$ cat config.mk
export PLATFORM = sky130hd
export DESIGN_NAME = alu_mult_sequencer_flat
export DESIGN_NICKNAME = d
export VERILOG_FILES = /design/src/rtl/alu_mult_sequencer_if.sv /design/src/rtl/alu_mult_sequencer.sv /design/src/flat_wrapper.sv
export SDC_FILE = /design/constraint.sdc
export NUM_CORES = 1
export LEC_CHECK = 0
export BUFFER_PORTS_ARGS = -buffer_cell sky130_fd_sc_hd__buf_2
export CORE_ASPECT_RATIO = 1.2
export CORE_MARGIN = 10
export CORE_UTILIZATION = 49
export CTS_BUF_LIST = sky130_fd_sc_hd__clkbuf_8
export DETAILED_ROUTE_END_ITERATION = 8
export PLACE_DENSITY = 0.81
export REMOVE_ABC_BUFFERS = 1
export SYNTH_ARGS = -nofsm -noshare
export SYNTH_HDL_FRONTEND = slang
export SYNTH_SLANG_ARGS = --single-unit
export TNS_END_PERCENT = 30
$ cat constraint.sdc
create_clock -name clk -period 4.8 [get_ports clk]
set_clock_uncertainty 0.05 [all_clocks]
set_input_delay 0.96 -clock clk [delete_from_list [all_inputs] [get_ports clk]]
set_output_delay 0.96 -clock clk [all_outputs]
set_load 0.02 [all_outputs]
$ cat src/rtl/alu_mult_sequencer_if.sv
// rtl/alu_mult_sequencer_if.sv - request/result handshake and shared-ALU bus of the multiply sequencer
interface alu_mult_sequencer_if #(
    parameter int WIDTH = 32
);
    logic               in_valid;
    logic               in_ready;
    logic [WIDTH-1:0]   multiplicand;
    logic [WIDTH-1:0]   multiplier;
    logic               out_valid;
    logic               out_ready;
    logic [2*WIDTH-1:0] product;
    logic [WIDTH-1:0]   alu_a;
    logic [WIDTH-1:0]   alu_b;
    logic [2:0]         alu_cmd;
    logic [WIDTH-1:0]   alu_result;
    logic               alu_carryout;

    modport master (
        output in_valid, multiplicand, multiplier, out_ready, alu_result, alu_carryout,
        input  in_ready, out_valid, product, alu_a, alu_b, alu_cmd
    );

    modport slave (
        input  in_valid, multiplicand, multiplier, out_ready, alu_result, alu_carryout,
        output in_ready, out_valid, product, alu_a, alu_b, alu_cmd
    );
endinterface

$ cat src/rtl/alu_mult_sequencer.sv
// rtl/alu_mult_sequencer.sv - shift-and-add multiplier driving the shared ALU; optional ALU_MULT_EARLY_EXIT_EN
module alu_mult_sequencer #(
    parameter int WIDTH = 32,
    parameter int CNT_W = 6
) (
    input logic                 clk,
    input logic                 reset,
    alu_mult_sequencer_if.slave bus
);
    typedef enum logic [1:0] {IDLE, ITER, DONE} state_t;

    state_t             state;
    state_t             state_nx;
    logic [WIDTH-1:0]   mcand;
    logic [WIDTH-1:0]   hi;
    logic [WIDTH-1:0]   lo;
    logic [CNT_W-1:0]   cnt;

    logic               carry;
    logic [WIDTH-1:0]   sum;
    logic [2*WIDTH-1:0] shifted;
    logic [2*WIDTH-1:0] next_hl;
    logic               last_iter;
    logic               exit_now;

    // The ALU result is only taken when the current multiplier bit is set.
    assign carry     = lo[0] ? bus.alu_carryout : 1'b0;
    assign sum       = lo[0] ? bus.alu_result : hi;
    assign shifted   = {carry, sum, lo[WIDTH-1:1]};
    assign last_iter = (cnt == CNT_W'(WIDTH - 1));

`ifdef ALU_MULT_EARLY_EXIT_EN
    logic [CNT_W-1:0]   done_k;
    logic [WIDTH-1:0]   rem_mask;
    logic [2*WIDTH-1:0] exit_val;

    assign done_k   = cnt + CNT_W'(1);
    assign rem_mask = {WIDTH{1'b1}} >> done_k;
    assign exit_now = !last_iter && ((shifted[WIDTH-1:0] & rem_mask) == '0);
    // Remaining iterations would be pure shifts; apply them in one step.
    assign exit_val = shifted >> (CNT_W'(WIDTH) - done_k);
    assign next_hl  = exit_now ? exit_val : shifted;
`else
    assign exit_now = 1'b0;
    assign next_hl  = shifted;
`endif

    always_ff @(posedge clk or posedge reset) begin
        if (reset) begin
            state <= IDLE;
        end else begin
            state <= state_nx;
        end
    end

    always_comb begin
        state_nx      = state;
        bus.in_ready  = 1'b0;
        bus.out_valid = 1'b0;
        case (state)
            IDLE: begin
                bus.in_ready = 1'b1;
                if (bus.in_valid) begin
                    state_nx = ITER;
                end
            end
            ITER: begin
                if (last_iter || exit_now) begin
                    state_nx = DONE;
                end
            end
            DONE: begin
                bus.out_valid = 1'b1;
                if (bus.out_ready) begin
                    state_nx = IDLE;
                end
            end
            default: state_nx = IDLE;
        endcase
    end

    always_ff @(posedge clk or posedge reset) begin
        if (reset) begin
            mcand <= '0;
            hi    <= '0;
            lo    <= '0;
            cnt   <= '0;
        end else begin
            case (state)
                IDLE: begin
                    if (bus.in_valid) begin
                        mcand <= bus.multiplicand;
                        hi    <= '0;
                        lo    <= bus.multiplier;
                        cnt   <= '0;
                    end
                end
                ITER: begin
                    {hi, lo} <= next_hl;
                    cnt      <= cnt + CNT_W'(1);
                end
                default: ;
            endcase
        end
    end

    assign bus.product = (state == DONE) ? {hi, lo} : '0;
    assign bus.alu_a   = hi;
    assign bus.alu_b   = mcand;
    assign bus.alu_cmd = 3'd0;
endmodule

$ cat src/flat_wrapper.sv
// flat-port wrapper written by rule: the top's interface ports become plain ports
module alu_mult_sequencer_flat 
#(
    parameter int WIDTH = 32,
    parameter int CNT_W = 6
)
  (clk, reset, bus_in_valid, bus_multiplicand, bus_multiplier, bus_out_ready, bus_alu_result, bus_alu_carryout, bus_in_ready, bus_out_valid, bus_product, bus_alu_a, bus_alu_b, bus_alu_cmd);
  alu_mult_sequencer_if #(.WIDTH(WIDTH)) bus_i ();
  input logic clk;
  input logic reset;
  input wire logic [$bits(bus_i.in_valid)-1:0] bus_in_valid;
  input wire logic [$bits(bus_i.multiplicand)-1:0] bus_multiplicand;
  input wire logic [$bits(bus_i.multiplier)-1:0] bus_multiplier;
  input wire logic [$bits(bus_i.out_ready)-1:0] bus_out_ready;
  input wire logic [$bits(bus_i.alu_result)-1:0] bus_alu_result;
  input wire logic [$bits(bus_i.alu_carryout)-1:0] bus_alu_carryout;
  output wire logic [$bits(bus_i.in_ready)-1:0] bus_in_ready;
  output wire logic [$bits(bus_i.out_valid)-1:0] bus_out_valid;
  output wire logic [$bits(bus_i.product)-1:0] bus_product;
  output wire logic [$bits(bus_i.alu_a)-1:0] bus_alu_a;
  output wire logic [$bits(bus_i.alu_b)-1:0] bus_alu_b;
  output wire logic [$bits(bus_i.alu_cmd)-1:0] bus_alu_cmd;
  assign bus_i.in_valid = bus_in_valid;
  assign bus_i.multiplicand = bus_multiplicand;
  assign bus_i.multiplier = bus_multiplier;
  assign bus_i.out_ready = bus_out_ready;
  assign bus_i.alu_result = bus_alu_result;
  assign bus_i.alu_carryout = bus_alu_carryout;
  assign bus_in_ready = bus_i.in_ready;
  assign bus_out_valid = bus_i.out_valid;
  assign bus_product = bus_i.product;
  assign bus_alu_a = bus_i.alu_a;
  assign bus_alu_b = bus_i.alu_b;
  assign bus_alu_cmd = bus_i.alu_cmd;
  alu_mult_sequencer #(.WIDTH(WIDTH), .CNT_W(CNT_W)) u_core (.clk(clk), .reset(reset), .bus(bus_i));
endmodule
# After elaboration in Yosys (flattened, before gate mapping)
# Cells that the tools add are included.
[word_totals] mem_bits_ro=0 output_inout_bits=133 inputBits=101 ram_bits=0 elab_cells=32 memories=0 regBits=104 latchBits=0
[op_classes] eq_ne=6 n_mux=15 shift=0 magnitude_cmp=0 n_addsub=1 reduce_logical=5 multipliers=0 div=0 bitwise_logic=0
[ops] cell="$pmux 32 s2" count=2
[ops] cell="$mux 32" count=3
[ops] cell="$mux 64" count=1
[ops] cell="$pmux 6 s2" count=1
[ops] cell="$add 6x1->6 const B" count=1
[ops] cell="$eq 6x5->1 const B" count=1
[ops] cell="$mux 2" count=3
[ops] cell="$mux 6" count=1
[ops] cell="$pmux 2 s3" count=1
[ops] cell="$ne 2x2->1 const B" count=2
[ops] cell="$reduce_and 2->1" count=2
[ops] cell="$mux 1" count=3
[ops] cell="$reduce_and 3->1" count=1
[ops] cell="$eq 2x1->1 const B" count=1
[ops] cell="$eq 2x2->1 const B" count=1
[ops] cell="$logic_not 2->1" count=1
[ops] cell="$ne 2x1->1 const B" count=1
[ops] cell="$reduce_bool 2->1" count=1

# Longest topological paths before layout
# Gate-level depths: netlist of the first run.
[logic_depth] depth_word=3 ltp_mapped=6

# Worst setup path before layout of the first run
# Ideal clock, no wire load.
[synth_path] path_kind="flip-flop to output port" start="register u_core.state[0]" end="output port bus_product[51]" path_buffers=1 setup_slack_ps=2550 path_stages_with_launch=4 required_time_ps=3790 arrival_ps=1240 path_cell_list="dfrtp_1 -> nor2b_1 -> clkbuf_1 -> and2_1"
[synth_via] elab_chain_len=2
[synth_rtl] item="start, declared" line_no="alu_mult_sequencer.sv:12" rtl="state_t state;"
[synth_rtl] item="start signal, assigned" line_no="alu_mult_sequencer.sv:52" rtl="state <= state_nx;"
[synth_rtl] item="$eq 2x2->1" line_no="alu_mult_sequencer.sv:107" rtl="assign bus.product = (state == DONE) ? {hi, lo} : '0;"
[synth_rtl] item="$mux 64" line_no="alu_mult_sequencer.sv:107"
[synth_rtl] item="end, declared" line_no="flat_wrapper.sv:19" rtl="output wire logic [$bits(bus_i.product)-1:0] bus_product;"
# No other way between the ends.

# Worst setup path in the final report of the first run
[layout_path] start="register u_core.state[0]" end="output port bus_product[53]"
# The elaborated chain is that of the path after synthesis.

==> implementation parameters, run 1 <==
Parameter                              Value

Logic synthesis
  Instance count of the mapped netlist ... 511
  Main synth FF type ... sky130_fd_sc_hd__dfrtp_1
  Yosys cell types ... 33
  Fraction of synthesis flops using an asynchronous set or reset pin ... 100%
  Register bit count reported by yosys ... 104
  Top-count cell post-synth ... sky130_fd_sc_hd__dfrtp_1
  Most area-hungry cell type in the Yosys netlist ... sky130_fd_sc_hd__dfrtp_1
  Synthesized cell area ... 5290 µm²
  Yosys warnings ... 0
  Number of enable flip-flop cells after synthesis ... 0
  Most area-consuming cells after synthesis ... sky130_fd_sc_hd__dfrtp_1, sky130_fd_sc_hd__and2_1, sky130_fd_sc_hd__mux2i_1
  Top cells by count, synth ... sky130_fd_sc_hd__dfrtp_1, sky130_fd_sc_hd__and2_1, sky130_fd_sc_hd__nand2_1
  Mean area per synthesized cell ... 10.3 µm²
  Sequential-to-total area share from yosys stat ... 49.2%
  Fraction of post-synthesis cell area in the top cell type by area ... 49.2%

Floorplan
  Ports placed on the boundary ... 234
  Horizontal die dimension ... 115 µm
  Number of core rows ... 41
  Initial cell density of the core ... 50.3%
  Total core area ... 10500 µm²
  Y dimension of the die ... 134 µm
  Die area ... 15400 µm²

Clock tree
  Clock latency reported for the late side of the worst-skew pair ... 360 ps
  Clock tree sinks ... 104
  Max clock buf depth ... 2
  Clock H-tree levels ... 3
  Total of cells resized after clock tree synthesis ... 0
  CTS clk-pin slew, worst paths ... 90 ps
  Number of CTS-inserted buffers ... 9
  CTS Hold Bufs ... 0
  TritonCTS clock tree ... done
  Post-CTS setup buffer count ... 0
  Clock tree root buffer cell ... sky130_fd_sc_hd__clkbuf_8

Status
  Result of the run ... complete, no violations

Min path
  WHS Path Cells ... 1
  Hold endpoint ... u_core.bus.alu_b[24]
  Min-Delay Startpoint ... u_core.bus.alu_b[24]
  Worst min-delay path class ... reg2reg

Critical path
  Highest net fanout along the worst path ... 66
  Data arrival time at the worst-slack endpoint ... 2140 ps
  Minimum setup slack among reg-to-reg paths ... 2560 ps
  Worst r2r dst ... u_core.lo[17]
  Critical-path top delay cell ... sky130_fd_sc_hd__nor2b_4
  Sum of buffers and inverters on the critical path ... 1
  CP cell instances ... nor2b_4, and2_1, buf_2
  Type of element launching the critical path ... register
  Largest stage delay on the critical path ... 870 ps
  Worst r2r src ... u_core.state[1]
  Critical path required time ... 3790 ps
  WS Path Type ... reg2out
  Cell count of the worst reg-to-reg path ... 4
  Crit path max-delay family ... simple AND/OR/NAND/NOR gates
  Kind of end point of the critical path ... output port

Timing
  Finish-stage setup viols ... 0
  Final-report max-slew violation count ... 0
  Worst slew slack as a fraction of its limit ... 12.5%
  Highest Clock Rate ... 0.317 GHz
  Sum of negative setup slack ... 0 ps
  RSZ-0062 raised after global routing ... false
  Clock period minus final worst setup slack ... 3150 ps
  Worst Tran Pin Value ... 1310 ps
  Count of final hold-check violations ... 0
  Fin crit share ... 65.7%
  Post-route worst hold slack ... 446 ps

Route
  Wirelength per Cell ... 18.7 µm
  Routed vias ... 4628
  Top routing layer in use ... met4
  Residual antenna-violating net count after detailed routing ... 0
  Detailed-route wire length on metal 1 ... 6.08 mm
  DRC viols ... 0
  Length of routed met2 wiring ... 7.34 mm
  Total length of routed met3 wires ... 2.19 mm
  Routed wire length ... 15.8 mm
  Number of iterations in the first detailed-routing pass ... 5
  DR iter-0 viols ... 350
  Routed via count divided by cell count ... 5.47

Power and ir drop
  Overall Power ... 0.00399 W
  Worst vdd rail ir drop ... 0.345 mV
  P_leak ... 3.29 nW
  Power per cell area ... 606 nW/µm²

Cells and area
  Relative area change from synthesis to final layout ... 24.5%
  Final Cell Area ... 6580 µm²
  Inserted Diodes ... 0
  # nets final ... 814
  Fraction of layout instances using a drive strength above 1 ... 39.6%

Global routing
  Largest net degree at the start of global routing ... 77
  Antenna violations before repair ... 0
  Via count of the first global-routing pass ... 4808
  GRT Total Usage ... 19.8%
  GRT Residual Overflow ... 0
  Global-route wire length before repair ... 25.1 mm

Flow run
  Max-Cap Viols ... 0

Placement
  HPWL reported at the end of detailed placement ... 11.6 mm
  Cell Area, Placed ... 6380 µm²
  Weighted congestion reported at the end of routability-driven placement ... 0.803
  Number of port buffers ... 230
==> how the worst max path moves through the flow <==
stage	from	cells past startpoint	to	slack, ps
after floorplan	u_core.state[1]	2	bus_product[0]	730
after global placement	bus_in_valid	4	u_core.lo[26]	1770
after detailed placement	bus_in_valid	4	u_core.lo[17]	1660
after CTS	u_core.state[0]	3	bus_product[53]	1610
after global routing	u_core.state[0]	3	bus_product[53]	1460
final	u_core.state[0]	3	bus_product[53]	1650
==> layout by cell type (no fill, tap or decap), drive strengths merged, types with 2 or more instances in the layout <==
cell,n
buf,236
dfrtp,104
and2,64
nand2,40
nor2b,35
o21ai,35
mux2i,34
a21oi,32
mux2,32
o22ai,31
a22oi,31
clkbuf,10
nand3,6
inv,5
conb,3
clkinv,3
nor2,2
nand2b,2
nor3,2
==> metal layers <==
| layer | up-vias | global-route usage, % |
|---|---|---|
| li1 | 2173 | - |
| met1 | 2195 | 23.6 |
| met2 | 242 | 30.8 |
| met3 | 18 | 9.88 |
| met4 | 0 | 5.17 |
| met5 | - | 0 |
==> flip-flops by register name, summed over array words and instances (netlist names) <==
name / count
u_core.bus.alu_a: 32
u_core.bus.alu_b: 32
u_core.lo: 32
u_core.cnt: 6
u_core.state: 2
==> kinds of logic (layout without fill, tap and decap cells) <==
kind of cell / Yosys count / count (layout) / share of synthesized area [%]
other: 1 / 3 / 0.0710
flip-flops: 104 / 104 / 49.2
AND/OR/NAND/NOR: 153 / 153 / 16.3
multiplexers: 66 / 66 / 13.3
AO/OA/AOI/OAI: 134 / 134 / 15.2
adder cells (fa/ha/maj): 1 / 1 / 0.237
buffers and inverters: 52 / 256 / 5.66
==> power by group <==
group          leakage (nW)  internal (W)  switching (W)
clock network         0.103      0.000253       0.000292
registers              1.25       0.00132       0.000451
logic                  1.94      0.000731       0.000946
total                  3.29       0.00230        0.00169
==> through the flow <==
stage,cells,utilization [%],setup WS [ps]
floorplan,465,-,728
global placement,830,60.7,1770
detailed placement,830,60.7,1660
CTS,846,62.6,1610
global route,846,62.6,1460
finish,846,62.6,1650
==> layout make-up <==
class,count,area [µm²]
Inverter,4,17.5
Timing Repair Buffer,236,1200
Multi-Input combinational cell,357,2400
Clock buffer,10,138
Tap cell,129,161
Fill cell,862,3940
Sequential cell,104,2600
Clock inverter,6,60.1
No activity file was read; power rests on OpenSTA's default activity.
==> inputs of run 2 (changes only) <==
CORE_UTILIZATION = 44   (was 49)
PLACE_DENSITY = 0.76   (was 0.81)
clock period = 2.6 ns   (was 4.8 ns; I/O delays follow)
==> run 2 against run 1 <==
Net effect:
- sequential power up 77%
- critical path depth up 1
- setup slack worse by 1300 ps
- hold slack worse by 370 ps
- largest cell class unchanged
- via count down 0.19%
- critical path type unchanged
- global-route usage down 1.0 points
- final cell count up 4.1%
- clock power up 83%
- count of clock-buffer cells in the layout up 2
- sequential share of layout area down 0.77 points
- final area up 2.0%
- highest routed layer unchanged
- first-iteration DRC count down 7.4%
==> implementation parameters, run 2 (synthesized netlist as in run 1, its figures left out) <==
Parameter                              Value

Route
  Routed via count divided by cell count ... 5.24 (-4.2%)
  DRC viols ... 0 (unchanged)
  Routed wire length ... 16.2 mm (+2.5%)
  Detailed-route wire length on metal 1 ... 6.51 mm (+7.2%)
  Number of iterations in the first detailed-routing pass ... 4 (-1)
  Wirelength per Cell ... 18.4 µm (-1.6%)
  Top routing layer in use ... met4
  Length of routed met2 wiring ... 7.58 mm (+3.2%)
  Routed vias ... 4619 (-0.19%)
  Total length of routed met3 wires ... 1.96 mm (-11%)
  DR iter-0 viols ... 324 (-7.4%)
  Residual antenna-violating net count after detailed routing ... 0 (unchanged)

Critical path
  WS Path Type ... reg2out
  Kind of end point of the critical path ... output port
  Sum of buffers and inverters on the critical path ... 2 (+1)
  Highest net fanout along the worst path ... 41 (-38%)
  Data arrival time at the worst-slack endpoint ... 1640 ps (-500 ps)
  Largest stage delay on the critical path ... 430 ps (-440 ps)
  CP cell instances ... nor2b_4, buf_4, and2_1, buf_2
  Critical-path top delay cell ... sky130_fd_sc_hd__dfrtp_1
  Critical path required time ... 2030 ps (-1760 ps)
  Crit path max-delay family ... buffers and inverters
  Type of element launching the critical path ... register

Placement
  Weighted congestion reported at the end of routability-driven placement ... 0.808 (+0.57%)
  Number of port buffers ... 230 (unchanged)
  Cell count after placement ... 865 (+4.2%)
  HPWL reported at the end of detailed placement ... 12.2 mm (+5.4%)

Global routing
  Antenna violations before repair ... 0 (unchanged)
  Largest net degree at the start of global routing ... 75 (-2.6%)
  GRT Total Usage ... 18.8% (-1.0 points)
  GRT Residual Overflow ... 0 (unchanged)
  Via count of the first global-routing pass ... 4866 (+1.2%)
  Global-route wire length before repair ... 26.1 mm (+4.2%)

Timing
  RSZ-0062 raised after global routing ... false
  Worst slew slack as a fraction of its limit ... 52.6% (+40 points)
  Highest Clock Rate ... 0.452 GHz
  Clock period minus final worst setup slack ... 2210 ps
  Finish-stage setup viols ... 0 (unchanged)
  Count of final hold-check violations ... 0 (unchanged)
  Fin crit share ... 85.1%
  Worst Tran Pin Value ... 711 ps (-596 ps)
  Final-report max-slew violation count ... 0 (unchanged)

Cells and area
  Most frequent cells in the layout ... sky130_fd_sc_hd__buf_2, sky130_fd_sc_hd__dfrtp_1, sky130_fd_sc_hd__and2_1
  Inserted Diodes ... 0 (unchanged)
  # nets final ... 821 (+0.86%)
  Register Area ... 2600 µm² (unchanged)
  Post-layout instance count excluding filler cells ... 881 (+4.1%)
  Relative area change from synthesis to final layout ... 27.0%
  Number of filler cells placed in the layout ... 1068 (+24%)
  Area of combinational cells with multiple inputs ... 2400 µm² (unchanged)
  Most common library cell in the layout ignoring fill and taps ... sky130_fd_sc_hd__buf_2
  Final Util ... 57.5% (-5.1 points)
  Fraction of layout instances using a drive strength above 1 ... 40.3% (+0.72 points)

Power and ir drop
  Worst vdd rail ir drop ... 0.775 mV (+120%)
  Switching Share ... 42.6% (+0.29 points)
  P_leak ... 3.34 nW (+1.4%)
  Sequential share of power ... 42.4% (-1.9 points)
  Logic gate share of total power ... 44.1% (+2.1 points)
  Internal cell power ... 0.00424 W (+85%)
  Power dissipated by switching net loads ... 0.00315 W (+87%)
  Power per cell area ... 1100 nW/µm² (+82%)
  Clock network fraction of design power ... 13.5% (-0.2 points)

Status
  Result of the run ... complete, no violations

Floorplan
  Number of core rows ... 43 (+4.9%)
  Y dimension of the die ... 140 µm (+4.7%)
  Ports placed on the boundary ... 234 (unchanged)
  Die area ... 16800 µm² (+9.5%)
  Horizontal die dimension ... 120 µm (+4.6%)
  Initial cell density of the core ... 45.3% (-5.0 points)
  Total core area ... 11700 µm² (+11%)

Clock tree
  Clock latency reported for the late side of the worst-skew pair ... 380 ps (+20 ps)
  CTS Hold Bufs ... 0 (unchanged)
  Max clock buf depth ... 2 (unchanged)
  Clock H-tree levels ... 3 (unchanged)
  Clock tree sinks ... 104 (unchanged)
  Number of CTS-inserted buffers ... 9 (unchanged)
  Clock tree root buffer cell ... sky130_fd_sc_hd__clkbuf_8
  Total of cells resized after clock tree synthesis ... 0 (unchanged)
  TritonCTS clock tree ... done
  CTS clk-pin slew, worst paths ... 100 ps (about the same)
  Post-CTS setup buffer count ... 0 (unchanged)

Min path
  Worst min-delay path class ... in2async

Flow run
  Max-Cap Viols ... 0 (unchanged)
run 2: cell types whose count changed in the layout (fill, tap and decap cells not counted), sizes merged:
cell	change
buf	+7
clkbuf	+2
bufinv	-1
clkinv	-1
run 2: path summary, 6_finish.rpt:
kind	startpoint	endpoint	slack (ps)	depth (start not counted)
max	u_core.state[1]	bus_product[3]	390	4
min	reset	u_core.lo[20]	80	2
max reg2reg	u_core.state[1]	u_core.bus.alu_b[29]	790	4
min reg2reg	u_core.bus.alu_b[24]	u_core.bus.alu_b[24]	450	1
max in group asynchronous	reset	u_core.lo[24]	1680	3
min in group clk	bus_multiplicand[26]	u_core.bus.alu_b[26]	320	2
run 2: power groups by stage:
| stage | combinational, W | clock [W] | sequential [W] |
|---|---|---|---|
| after floorplan | 0.00148 | 0 | 0.00371 |
| after global placement | 0.00321 | 0 | 0.00310 |
| after detailed placement | 0.00333 | 0 | 0.00315 |
| after CTS | 0.00333 | 0.00101 | 0.00313 |
| after global routing | 0.00359 | 0.00108 | 0.00327 |
| final | 0.00326 | 0.000995 | 0.00314 |
run 2: worst reg2reg max path: stages (launching register included):
cell	delay [ps]
sky130_fd_sc_hd__dfrtp_1	440
sky130_fd_sc_hd__buf_4	230
sky130_fd_sc_hd__nor3b_4	240
sky130_fd_sc_hd__buf_12	300
sky130_fd_sc_hd__mux2_2	440
run 2: final cells by class:
class	instances	share of cell area [%]
clock buffers	12	2.46
clock inverters	4	0.391
inverters	4	0.261
multi-input cells	357	35.8
flip-flops and latches	104	38.8
well taps	157	2.93
repair buffers	243	19.4
run 2: per-layer routing:
layer / track usage (%) / vias up
met5: 0 / -
met4: 4.26 / 0
met3: 9.57 / 10
met2: 29.6 / 198
met1: 22.4 / 2217
li1: - / 2194
run 2: metrics by stage:
stage | setup slack [ps] | hold slack [ps] | power (W) | setup TNS (ps) | cell area [µm²]
2_1_floorplan | -1030 | 401 | 0.00519 | -154660 | 5010
3_3_place_gp | 734 | 412 | 0.00631 | 0 | 6520
3_5_place_dp | 702 | 423 | 0.00648 | 0 | 6520
4_1_cts | 371 | 89.4 | 0.00747 | 0 | 6710
5_1_grt | 222 | 103 | 0.00794 | 0 | 6710
6_report | 387 | 75.8 | 0.00740 | 0 | 6710
==> inputs of run 3 (changes only) <==
ABC_AREA = 1   (was default)
CORE_UTILIZATION = 48   (was 44)
PLACE_DENSITY = 0.81   (was 0.76)
clock period = 2.2 ns   (was 2.6 ns; I/O delays follow)
==> run 3 against run 2 <==
Net effect:
- sequential cell count unchanged
- global-route usage up 2.3 points
- count of clock-buffer cells in the layout decreased by 2
- final area down 5.7%
- setup slack got worse by 300 ps
- critical endpoint is now bus_product[16]
- sequential share of layout area rose by 2.4 points
- wire length shrank 3.6%
- die area down 14%
==> implementation parameters, run 3 <==
Parameter                              Value

Status
  Result of the run ... complete, no violations

Floorplan
  Initial cell density of the core ... 48.6% (+3.4 points)
  Ports placed on the boundary ... 234 (unchanged)
  Total core area ... 9910 µm² (-15%)
  Y dimension of the die ... 130 µm (-7.3%)
  Die area ... 14500 µm² (-14%)
  Horizontal die dimension ... 111 µm (-7.1%)
  Number of core rows ... 40 (-7.0%)

Logic synthesis
  Most area-hungry cell type in the Yosys netlist ... sky130_fd_sc_hd__dfrtp_1
  Yosys cell types ... 23 (-30%)
  Top-count cell post-synth ... sky130_fd_sc_hd__nand2_1
  Number of enable flip-flop cells after synthesis ... 0 (unchanged)
  Mean area per synthesized cell ... 8.01 µm² (-23%)
  Instance count of the mapped netlist ... 602 (+18%)
  Synthesized cell area ... 4820 µm² (-8.8%)
  Sequential-to-total area share from yosys stat ... 54.0% (+4.8 points)
  Top cells by count, synth ... sky130_fd_sc_hd__nand2_1, sky130_fd_sc_hd__dfrtp_1, sky130_fd_sc_hd__nor2_1
  Most area-consuming cells after synthesis ... sky130_fd_sc_hd__dfrtp_1, sky130_fd_sc_hd__nand2_1, sky130_fd_sc_hd__nor2_1
  Fraction of post-synthesis cell area in the top cell type by area ... 54.0% (+4.8 points)
  Yosys warnings ... 0 (unchanged)
  Fraction of synthesis flops using an asynchronous set or reset pin ... 100% (unchanged)
  Main synth FF type ... sky130_fd_sc_hd__dfrtp_1
  Register bit count reported by yosys ... 104 (unchanged)

Clock tree
  Clock tree sinks ... 104 (unchanged)
  CTS clk-pin slew, worst paths ... 100 ps (about the same)
  TritonCTS clock tree ... done
  Clock tree root buffer cell ... sky130_fd_sc_hd__clkbuf_8
  Clock H-tree levels ... 3 (unchanged)
  Max clock buf depth ... 2 (unchanged)
  Number of CTS-inserted buffers ... 9 (unchanged)
  Clock latency reported for the late side of the worst-skew pair ... 370 ps (about the same)

Critical path
  Data arrival time at the worst-slack endpoint ... 1620 ps (-20 ps)
  Critical path required time ... 1710 ps (-320 ps)
  Minimum setup slack among reg-to-reg paths ... 400 ps (-390 ps)
  WS Path Type ... reg2out
  Worst r2r dst ... u_core.lo[4]
  Critical-path top delay cell ... sky130_fd_sc_hd__dfrtp_2
  Largest stage delay on the critical path ... 470 ps (+40 ps)
  CP cell instances ... nor2_2, inv_2, buf_4, nor2_1, buf_2
  Type of element launching the critical path ... register
  Kind of end point of the critical path ... output port
  Cell count of the worst reg-to-reg path ... 6 (+2)
  Highest net fanout along the worst path ... 26 (-37%)
  Sum of buffers and inverters on the critical path ... 3 (+1)
  Crit path max-delay family ... flip-flops
  Worst r2r src ... u_core.state[1]

Cells and area
  # nets final ... 923 (+12%)
  Relative area change from synthesis to final layout ... 31.3%
  Post-layout instance count excluding filler cells ... 952 (+8.1%)
  Most common library cell in the layout ignoring fill and taps ... sky130_fd_sc_hd__buf_2
  Inserted Diodes ... 0 (unchanged)
  Final Cell Area ... 6330 µm² (-5.7%)
  Fraction of layout instances using a drive strength above 1 ... 33.2% (-7.2 points)
  Number of filler cells placed in the layout ... 897 (-16%)
  Most frequent cells in the layout ... sky130_fd_sc_hd__buf_2, sky130_fd_sc_hd__nand2_1, sky130_fd_sc_hd__dfrtp_1

Global routing
  GRT Total Usage ... 21.1% (+2.3 points)
  Met1 track utilization from global routing ... 25.2% (+2.9 points)
  Global-route wire length before repair ... 25.3 mm (-3.3%)
  Met3 GRT Util ... 9.32% (-0.25 points)
  Antenna violations before repair ... 0 (unchanged)
  Via count of the first global-routing pass ... 5014 (+3.0%)
  Largest net degree at the start of global routing ... 53 (-29%)
  GR peak layer ... met2
  GRT Residual Overflow ... 0 (unchanged)
  Met2 track utilization from global routing ... 33.1% (+3.5 points)

Timing
  Worst Tran Pin Value ... 505 ps (-206 ps)
  Fin crit share ... 95.8%
  Finish-stage setup viols ... 0 (unchanged)
  Worst slew slack as a fraction of its limit ... 66.3% (+14 points)
  Count of final hold-check violations ... 0 (unchanged)
  RSZ-0062 raised after global routing ... true
  Highest Clock Rate ... 0.474 GHz
  Clock period minus final worst setup slack ... 2110 ps
  Final-report max-slew violation count ... 0 (unchanged)

Flow run
  Max-Cap Viols ... 0 (unchanged)

Placement
  Cell Area, Placed ... 6080 µm² (-6.7%)
  HPWL reported at the end of detailed placement ... 12.0 mm (-1.3%)
  Weighted congestion reported at the end of routability-driven placement ... 0.945 (+17%)
  Cell count after placement ... 935 (+8.1%)
  Number of port buffers ... 230 (unchanged)

Min path
  Worst min-delay path class ... in2async

Route
  Wirelength per Cell ... 16.4 µm (-11%)
  Routed vias ... 4859 (+5.2%)
  DR iter-0 viols ... 352 (+8.6%)
  Routed via count divided by cell count ... 5.10 (-2.6%)
  DRC viols ... 0 (unchanged)
  Number of iterations in the first detailed-routing pass ... 5 (+1)
  Residual antenna-violating net count after detailed routing ... 0 (unchanged)
  Routed wire length ... 15.6 mm (-3.6%)

Power and ir drop
  Worst vdd rail ir drop ... 0.812 mV (+4.8%)
  Power per cell area ... 1430 nW/µm² (+30%)
  P_leak ... 3.62 nW (+8.6%)
==> run 3: cell count changes after synthesis, sizes merged, moves of 31 or more <==
cell   delta
inv      +71
a22oi    -31
and2     -64
o21ai    +33
nor2     +72
nor2b    -35
mux2i    -34
mux2     -32
nand2   +111
==> run 3: kinds of logic (layout without fill, tap and decap cells) <==
family                   after synthesis  count (layout)  synth area share, %
AND/OR/NAND/NOR                      235             235                 19.0
AO/OA/AOI/OAI                        147             147                 16.5
buffers and inverters                114             336                 10.2
flip-flops                           104             104                 54.0
adder cells (fa/ha/maj)                1               1                0.260
other                                  1               3               0.0778
==> run 3: how the worst max path moves through the flow <==
stage	startpoint	end	depth (start not counted)	slack, ps
after floorplan	reset	u_core.bus.alu_a[0]	1	-1020
after global placement	u_core.state[1]	bus_product[16]	6	490
after detailed placement	u_core.state[1]	bus_product[16]	6	430
after CTS	u_core.state[0]	bus_product[16]	5	20
after global routing	u_core.state[0]	bus_product[18]	5	-2
final	u_core.state[0]	bus_product[16]	5	90
==> run 3: timing repair <==
| action | in CTS | in global routing |
|---|---|---|
| buffers inserted | 1 | 0 |
| endpoints found under the hold margin | 0 | 0 |
| hold buffers | 0 | 0 |
| gates resized for setup | 0 | 3 |
| pin swaps | 0 | 0 |
| endpoints found under the setup margin | 1 | 25 |
==> run 3: routing by layer <==
layer  vias up  part of all wire (%)
li1       2329                     -
met1      2242                    41
met2       268                    45
met3        20                    12
met4         0                   1.8
met5         -                     0
==> run 3: cell type report <==
type	instances	area, µm²	share of cell area (%)
inverters	75	284	4.49
multi-input cells	386	1730	27.4
clock inverters	6	92.6	1.46
repair buffers	245	1320	20.8
flip-flops and latches	104	2600	41.2
well taps	126	158	2.49
clock buffers	10	138	2.18
==> run 3: stage by stage <==
stage | setup TNS [ps] | hold slack [ps] | worst slack (ps) | total power [W] | util [%]
floorplan | -106310 | 420 | -1020 | 0.00612 | -
global placement | 0 | 407 | 491 | 0.00759 | 61.4
detailed placement | 0 | 410 | 426 | 0.00776 | 61.4
CTS | 0 | 36.2 | 23.2 | 0.00912 | 63.8
global route | -1.88 | 62.6 | -1.61 | 0.00980 | 63.9
finish | 0 | 33.4 | 92.1 | 0.00905 | 63.9
==> run 3: where the power goes <==
| group | switching (W) | total [W] | internal, W |
|---|---|---|---|
| Sequential | 0.000550 | 0.00343 | 0.00288 |
| Combinational | 0.00283 | 0.00428 | 0.00145 |
| Clock | 0.000665 | 0.00134 | 0.000676 |
